<file path="src/rtl/fetch_arbiter_pkg.sv">
// Shared types and helpers for the instruction-fetch arbiter.
package fetch_arbiter_pkg;

    typedef enum logic {
        ST_IDLE  = 1'b0,
        ST_ISSUE = 1'b1
    } fetch_state_e;

    localparam logic [7:0] COALESCE_MAX = 8'hFF;

    // Add up to 15 to an 8-bit counter, pinning at COALESCE_MAX instead of wrapping.
    function automatic logic [7:0] sat_add8(input logic [7:0] a, input logic [3:0] b);
        logic [8:0] s;
        s = {1'b0, a} + {5'b0_0000, b};
        return s[8] ? COALESCE_MAX : s[7:0];
    endfunction

endpackage

</file>
<file path="src/rtl/fetch_arbiter_rr_pick.sv">
// Round-robin picker: first set bit of the eligible mask at or after the pointer, wrapping.
module rr_pick #(
    parameter int N     = 2,
    parameter int IDX_W = 1
) (
    input  logic [N-1:0]     i_eligible,
    input  logic [IDX_W-1:0] i_ptr,
    output logic             o_found,
    output logic [IDX_W-1:0] o_grant
);

    logic [IDX_W:0] w_off;
    logic [IDX_W:0] w_best;

    // Distance from the pointer decides priority; smallest distance wins.
    always_comb begin
        o_found = 1'b0;
        o_grant = '0;
        w_off   = '0;
        w_best  = '0;
        for (int i = 0; i < N; i++) begin
            if ((IDX_W+1)'(i) >= {1'b0, i_ptr})
                w_off = (IDX_W+1)'(i) - {1'b0, i_ptr};
            else
                w_off = (IDX_W+1)'(i) + (IDX_W+1)'(N) - {1'b0, i_ptr};
            if (i_eligible[i] && (!o_found || (w_off < w_best))) begin
                o_found = 1'b1;
                w_best  = w_off;
                o_grant = IDX_W'(i);
            end
        end
    end

endmodule

</file>
<file path="src/rtl/fetch_arbiter.sv">
// Shares one program-memory read channel among several fetchers, round-robin,
// serving every waiting fetcher with the same address from a single access.
//
// state    | meaning
// ---------+-----------------------------------------------------------
// ST_IDLE  | no access outstanding; pick next eligible fetcher
// ST_ISSUE | access to r_mem_addr outstanding; wait for mem_read_ready
module fetch_arbiter
    import fetch_arbiter_pkg::*;
#(
    parameter int ADDR_BITS      = 8,
    parameter int DATA_BITS      = 16,
    parameter int NUM_REQUESTERS = 2
) (
    input  logic                      clk,
    input  logic                      reset,
    input  logic [NUM_REQUESTERS-1:0] req_read_valid,
    input  logic [ADDR_BITS-1:0]      req_read_address [NUM_REQUESTERS],
    output logic [NUM_REQUESTERS-1:0] req_read_ready,
    output logic [DATA_BITS-1:0]      req_read_data    [NUM_REQUESTERS],
    output logic                      mem_read_valid,
    output logic [ADDR_BITS-1:0]      mem_read_address,
    input  logic                      mem_read_ready,
    input  logic [DATA_BITS-1:0]      mem_read_data,
    output logic [7:0]                coalesce_count
);

    localparam int IDX_W = $clog2(NUM_REQUESTERS);

    fetch_state_e              r_state;
    logic [IDX_W-1:0]          r_rr_ptr;
    logic [IDX_W-1:0]          r_grant;
    logic                      r_mem_valid;
    logic [ADDR_BITS-1:0]      r_mem_addr;
    logic [NUM_REQUESTERS-1:0] r_ready;
    logic [DATA_BITS-1:0]      r_data [NUM_REQUESTERS];
    logic [7:0]                r_coalesce;

    logic [NUM_REQUESTERS-1:0] w_eligible;
    logic [NUM_REQUESTERS-1:0] w_match;
    logic                      w_found;
    logic [IDX_W-1:0]          w_grant;
    logic [3:0]                w_coal_n;

    assign w_eligible = req_read_valid & ~r_ready;

    rr_pick #(
        .N     (NUM_REQUESTERS),
        .IDX_W (IDX_W)
    ) u_rr_pick (
        .i_eligible (w_eligible),
        .i_ptr      (r_rr_ptr),
        .o_found    (w_found),
        .o_grant    (w_grant)
    );

    // A granted fetcher that dropped valid is no longer eligible, so it falls out here.
    always_comb begin
        w_match  = '0;
        w_coal_n = '0;
        for (int k = 0; k < NUM_REQUESTERS; k++) begin
            w_match[k] = w_eligible[k] && (req_read_address[k] == r_mem_addr);
            if (w_match[k] && (IDX_W'(k) != r_grant))
                w_coal_n = w_coal_n + 4'd1;
        end
    end

    always_ff @(posedge clk) begin
        if (reset) begin
            r_state     <= ST_IDLE;
            r_rr_ptr    <= '0;
            r_grant     <= '0;
            r_mem_valid <= 1'b0;
            r_mem_addr  <= '0;
            r_ready     <= '0;
            r_coalesce  <= '0;
            for (int k = 0; k < NUM_REQUESTERS; k++)
                r_data[k] <= '0;
        end else begin
            for (int k = 0; k < NUM_REQUESTERS; k++) begin
                if (r_ready[k] && !req_read_valid[k])
                    r_ready[k] <= 1'b0;
            end
            case (r_state)
                ST_IDLE: begin
                    if (w_found) begin
                        r_grant     <= w_grant;
                        r_mem_addr  <= req_read_address[w_grant];
                        r_mem_valid <= 1'b1;
                        r_state     <= ST_ISSUE;
                    end
                end
                ST_ISSUE: begin
                    if (mem_read_ready) begin
                        for (int k = 0; k < NUM_REQUESTERS; k++) begin
                            if (w_match[k]) begin
                                r_ready[k] <= 1'b1;
                                r_data[k]  <= mem_read_data;
                            end
                        end
                        r_coalesce  <= sat_add8(r_coalesce, w_coal_n);
                        r_mem_valid <= 1'b0;
                        r_rr_ptr    <= (r_grant == IDX_W'(NUM_REQUESTERS - 1)) ? '0 : r_grant + 1'b1;
                        r_state     <= ST_IDLE;
                    end
                end
                default: r_state <= ST_IDLE;
            endcase
        end
    end

    assign req_read_ready   = r_ready;
    assign req_read_data    = r_data;
    assign mem_read_valid   = r_mem_valid;
    assign mem_read_address = r_mem_addr;
    assign coalesce_count   = r_coalesce;

endmodule

</file>
<file path="config.mk">
export PLATFORM = sky130hd
export DESIGN_NAME = fetch_arbiter
export DESIGN_NICKNAME = d
export VERILOG_FILES = /design/src/rtl/fetch_arbiter_pkg.sv /design/src/rtl/fetch_arbiter_rr_pick.sv /design/src/rtl/fetch_arbiter.sv
export SDC_FILE = /design/constraint.sdc
export NUM_CORES = 1
export LEC_CHECK = 0
export ABC_AREA = 1
export CAP_MARGIN = 20
export CELL_PAD_IN_SITES_DETAIL_PLACEMENT = 1
export CELL_PAD_IN_SITES_GLOBAL_PLACEMENT = 1
export CORE_MARGIN = 2
export CORE_UTILIZATION = 34
export CTS_BUF_LIST = sky130_fd_sc_hd__clkbuf_8
export CTS_CLUSTER_SIZE = 14
export DETAILED_ROUTE_END_ITERATION = 12
export MAX_ROUTING_LAYER = met4
export PLACE_DENSITY_LB_ADDON = 0.1
export RECOVER_POWER = 100
export SYNTH_ARGS = -nofsm -noshare
export SYNTH_HDL_FRONTEND = slang
export SYNTH_HIERARCHICAL = 1
export SYNTH_SLANG_ARGS = --single-unit
export TNS_END_PERCENT = 10
</file>
<file path="constraint.sdc">
create_clock -name clk -period 2.6 [get_ports clk]
set_input_delay 0.39 -clock clk [delete_from_list [all_inputs] [get_ports clk]]
set_output_delay 0.39 -clock clk [all_outputs]
set_load 0.01 [all_outputs]
</file>
==> impl_metrics.yaml <==
cts:
  clk_pin_slew_ns: 0.11
  numClockSinks: 54
  cts-root-buf: "clkbuf_8"
  clockBufferDepth: 2
  worstSkewPairLatency_ns: 0.32
  cts_buffers: 5
  cts_tree: "yes"
  htree_levels: 2
final_layout:
  layout-drive-gt1-share_pct: 16.6
  area_growth_pct: 44.3
  design_area_mm2: 0.00421
  fillers: 1075
  layout_commonest_cell: "nand2_1"
  n_antenna_cell: 0
  layout.nets: 571
  regArea_mm2: 0.00110
  multiInputGateArea_mm2: 0.00154
  final_cell_mix: "nand2_1 (93), nor2_1 (52), inv_1 (51)"
  fin_util_pct: 51.0
setup_path:
  crit_path_end_kind: "flop"
  critPathRequiredTime_ns: 2.85
  crit_type: "reg2reg"
  cp_max_fo: 5
  reg2reg_depth: 16
  arrival_ns: 2.73
  startpoint_type: "flop"
detailed_routing:
  drt_iter0_markers: 88
  wl_per_cell_um: 14.9
  num_vias: 3170
  firstDrtPassIters: 4
  ant_nets: 0
  drc_errors: 0
  wirelength_um: 9470
  via_per_inst: 4.98
yosys:
  yosysTopAreaCell: "dfxtp_1"
  syn-num-nets: 468
  syn_inst: 427
  synth_seq_area_share_pct: 37.1
  synth_cell_type_count: 34
  avgSynthCellArea_um2: 6.83
  synth_area_leaders: "dfxtp_1 (37%), nand2_1 (13%), a21oi_1 (8.6%)"
  synth_area_mm2: 0.00292
  yosysTopAreaCellShare_pct: 37.1
  yosys_register_bits: 54
  synth_warnings: 6
grt:
  grt_overflow: 0
  grt_use_total_pct: 21.2
  grt_start_max_net_pins: 71
  use_met1_pct: 28.4
  busiest_layer: "met2"
  met3_usage_pct: 3.11
  antenna_found_initial: 0
  use_met2_pct: 33.8
  grt_pass1_vias: 3287
  grt_pass1_wl_um: 16000
timing:
  finalCritPeriodShare_pct: 95.2
  fin_crit_ns: 2.48
  skew_ns: 0.0123
  hold-worst-slack_ns: 0.384
  tightest_slew_ns: 1.31
  maxSlewViolCount: 0
  setup_tns_ns: 0
  max_slew_margin_pct: 12.5
  finalSetupViolCount: 0
  finalHoldViolCount: 0
  fmax_mhz: 404
power:
  cellLeakagePower_nw: 2.04
  p_total_mw: 1.87
  power_density_mw_per_mm2: 443
  vdd_drop_max_v: 0.000295
place:
  port_buffers: 87
  gp_congestion: 0.865
  dp_hpwl_um: 6820
  placed_area_mm2: 0.00399
floorplan:
  die_x_um: 96.6
  io_pins: 88
  fp.coreArea_mm2: 0.00826
  start_util_pct: 35.3
  die_y_um: 96.6
  dieArea_mm2: 0.00933
  rows: 33
outcome:
  status: "finished, final reports clean"
flow_run:
  maxCapViolCount: 0
hold_path:
  hold_class: "in2reg"
  hold_path_depth: 3
[stage by stage]
step | instances | setup WS [ns]
after floorplan | 427 | 0.179
after global placement | 623 | -0.454
after detailed placement | 623 | -0.528
after CTS | 635 | 0.00477
after global routing | 636 | -0.0326
final | 636 | 0.125
[metal layers]
metal	vias to the layer above	share of wire (%)	wire, µm
met4	0	1.5	140
met2	65	47	4480
met5	-	0	0
li1	1581	-	-
met1	1512	48	4560
met3	12	3.1	291
[registers in the layout (all words and copies together), names as in the netlist]
register,count
req_read_data,32
coalesce_count,8
mem_read_address,8
req_read_ready,2
mem_read_valid,1
r_grant,1
r_rr_ptr,1
r_state,1
[cells in the mapped netlist]
cell type	n
nand2_1	98
dfxtp_1	54
nor2_1	54
inv_1	52
a21oi_1	50
nand4_1	34
inv_2	9
a221oi_1	8
buf_1	5
buf_2	5
nand3_1	5
nor2_2	5
buf_6	4
nand2_2	4
nor2_4	4
o21ai_0	4
buf_4	3
clkbuf_1	3
ha_1	3
nand3_2	3
xnor2_1	3
xor2_1	3
a21oi_2	2
nor3_1	2
clkbuf_4	1
clkinv_1	1
fa_1	1
mux2i_1	1
nor2b_1	1
nor3_2	1
nor3b_1	1
nor4_1	1
o21bai_1	1
or2_1	1
[power by group]
| group | total, mW | leakage, nW | internal [mW] | switching, mW |
|---|---|---|---|---|
| Combinational | 0.370 | 1.54 | 0.156 | 0.215 |
| Sequential | 0.872 | 0.441 | 0.849 | 0.0229 |
| Clock | 0.624 | 0.0618 | 0.318 | 0.306 |
[path summary, 6_finish.rpt]
check | start | endpoint | slack (ns)
min reg2reg | mem_read_valid$_SDFFE_PP0P_ | mem_read_valid$_SDFFE_PP0P_ | 0.48
max | mem_read_address[5]$_SDFFE_PP0P_ | coalesce_count[2]$_SDFFE_PP0P_ | 0.12
max reg2reg | mem_read_address[5]$_SDFFE_PP0P_ | coalesce_count[2]$_SDFFE_PP0P_ | 0.12
min | req_read_valid[1] | req_read_ready[1]$_SDFF_PP0_ | 0.38
[logic make-up after synthesis]
family | Yosys count | share of synthesized area, %
simple gates | 214 | 33.8
buf+inv | 83 | 12.4
compound gates | 65 | 12.5
flops | 54 | 37.1
xor+xnor | 6 | 1.80
fa+ha+maj | 4 | 1.97
mux | 1 | 0.343
[cell type report]
class                           instances  share of cell area (%)
Tap cell                              105                    3.12
Clock inverter                          2                   0.922
Inverter                               62                    5.53
Clock buffer                            6                    1.96
Sequential cell                        54                    26.1
Timing Repair Buffer                  117                    25.8
Multi-Input combinational cell        290                    36.5
[critical path: stages, from the launching register on]
cell     delay (ns)
dfxtp_4        0.40
inv_2          0.05
nand2_1        0.06
nand2_1        0.07
nor2_2         0.12
nand3_2        0.11
nor3b_2        0.18
ha_1           0.26
ha_1           0.19
inv_2          0.06
fa_2           0.22
nor2_4         0.05
buf_4          0.14
buf_4          0.12
buf_4          0.13
xnor2_2        0.13
a21oi_2        0.14
[timing repair]
item / in CTS / in global routing
endpoints found under the setup margin: 8 / 8
hold buffers: 0 / 0
gates resized for setup: 23 / 26
pin swaps: 15 / 11
setup buffers: 4 / 1
Note: power is estimated with default switching activity, not from simulation.
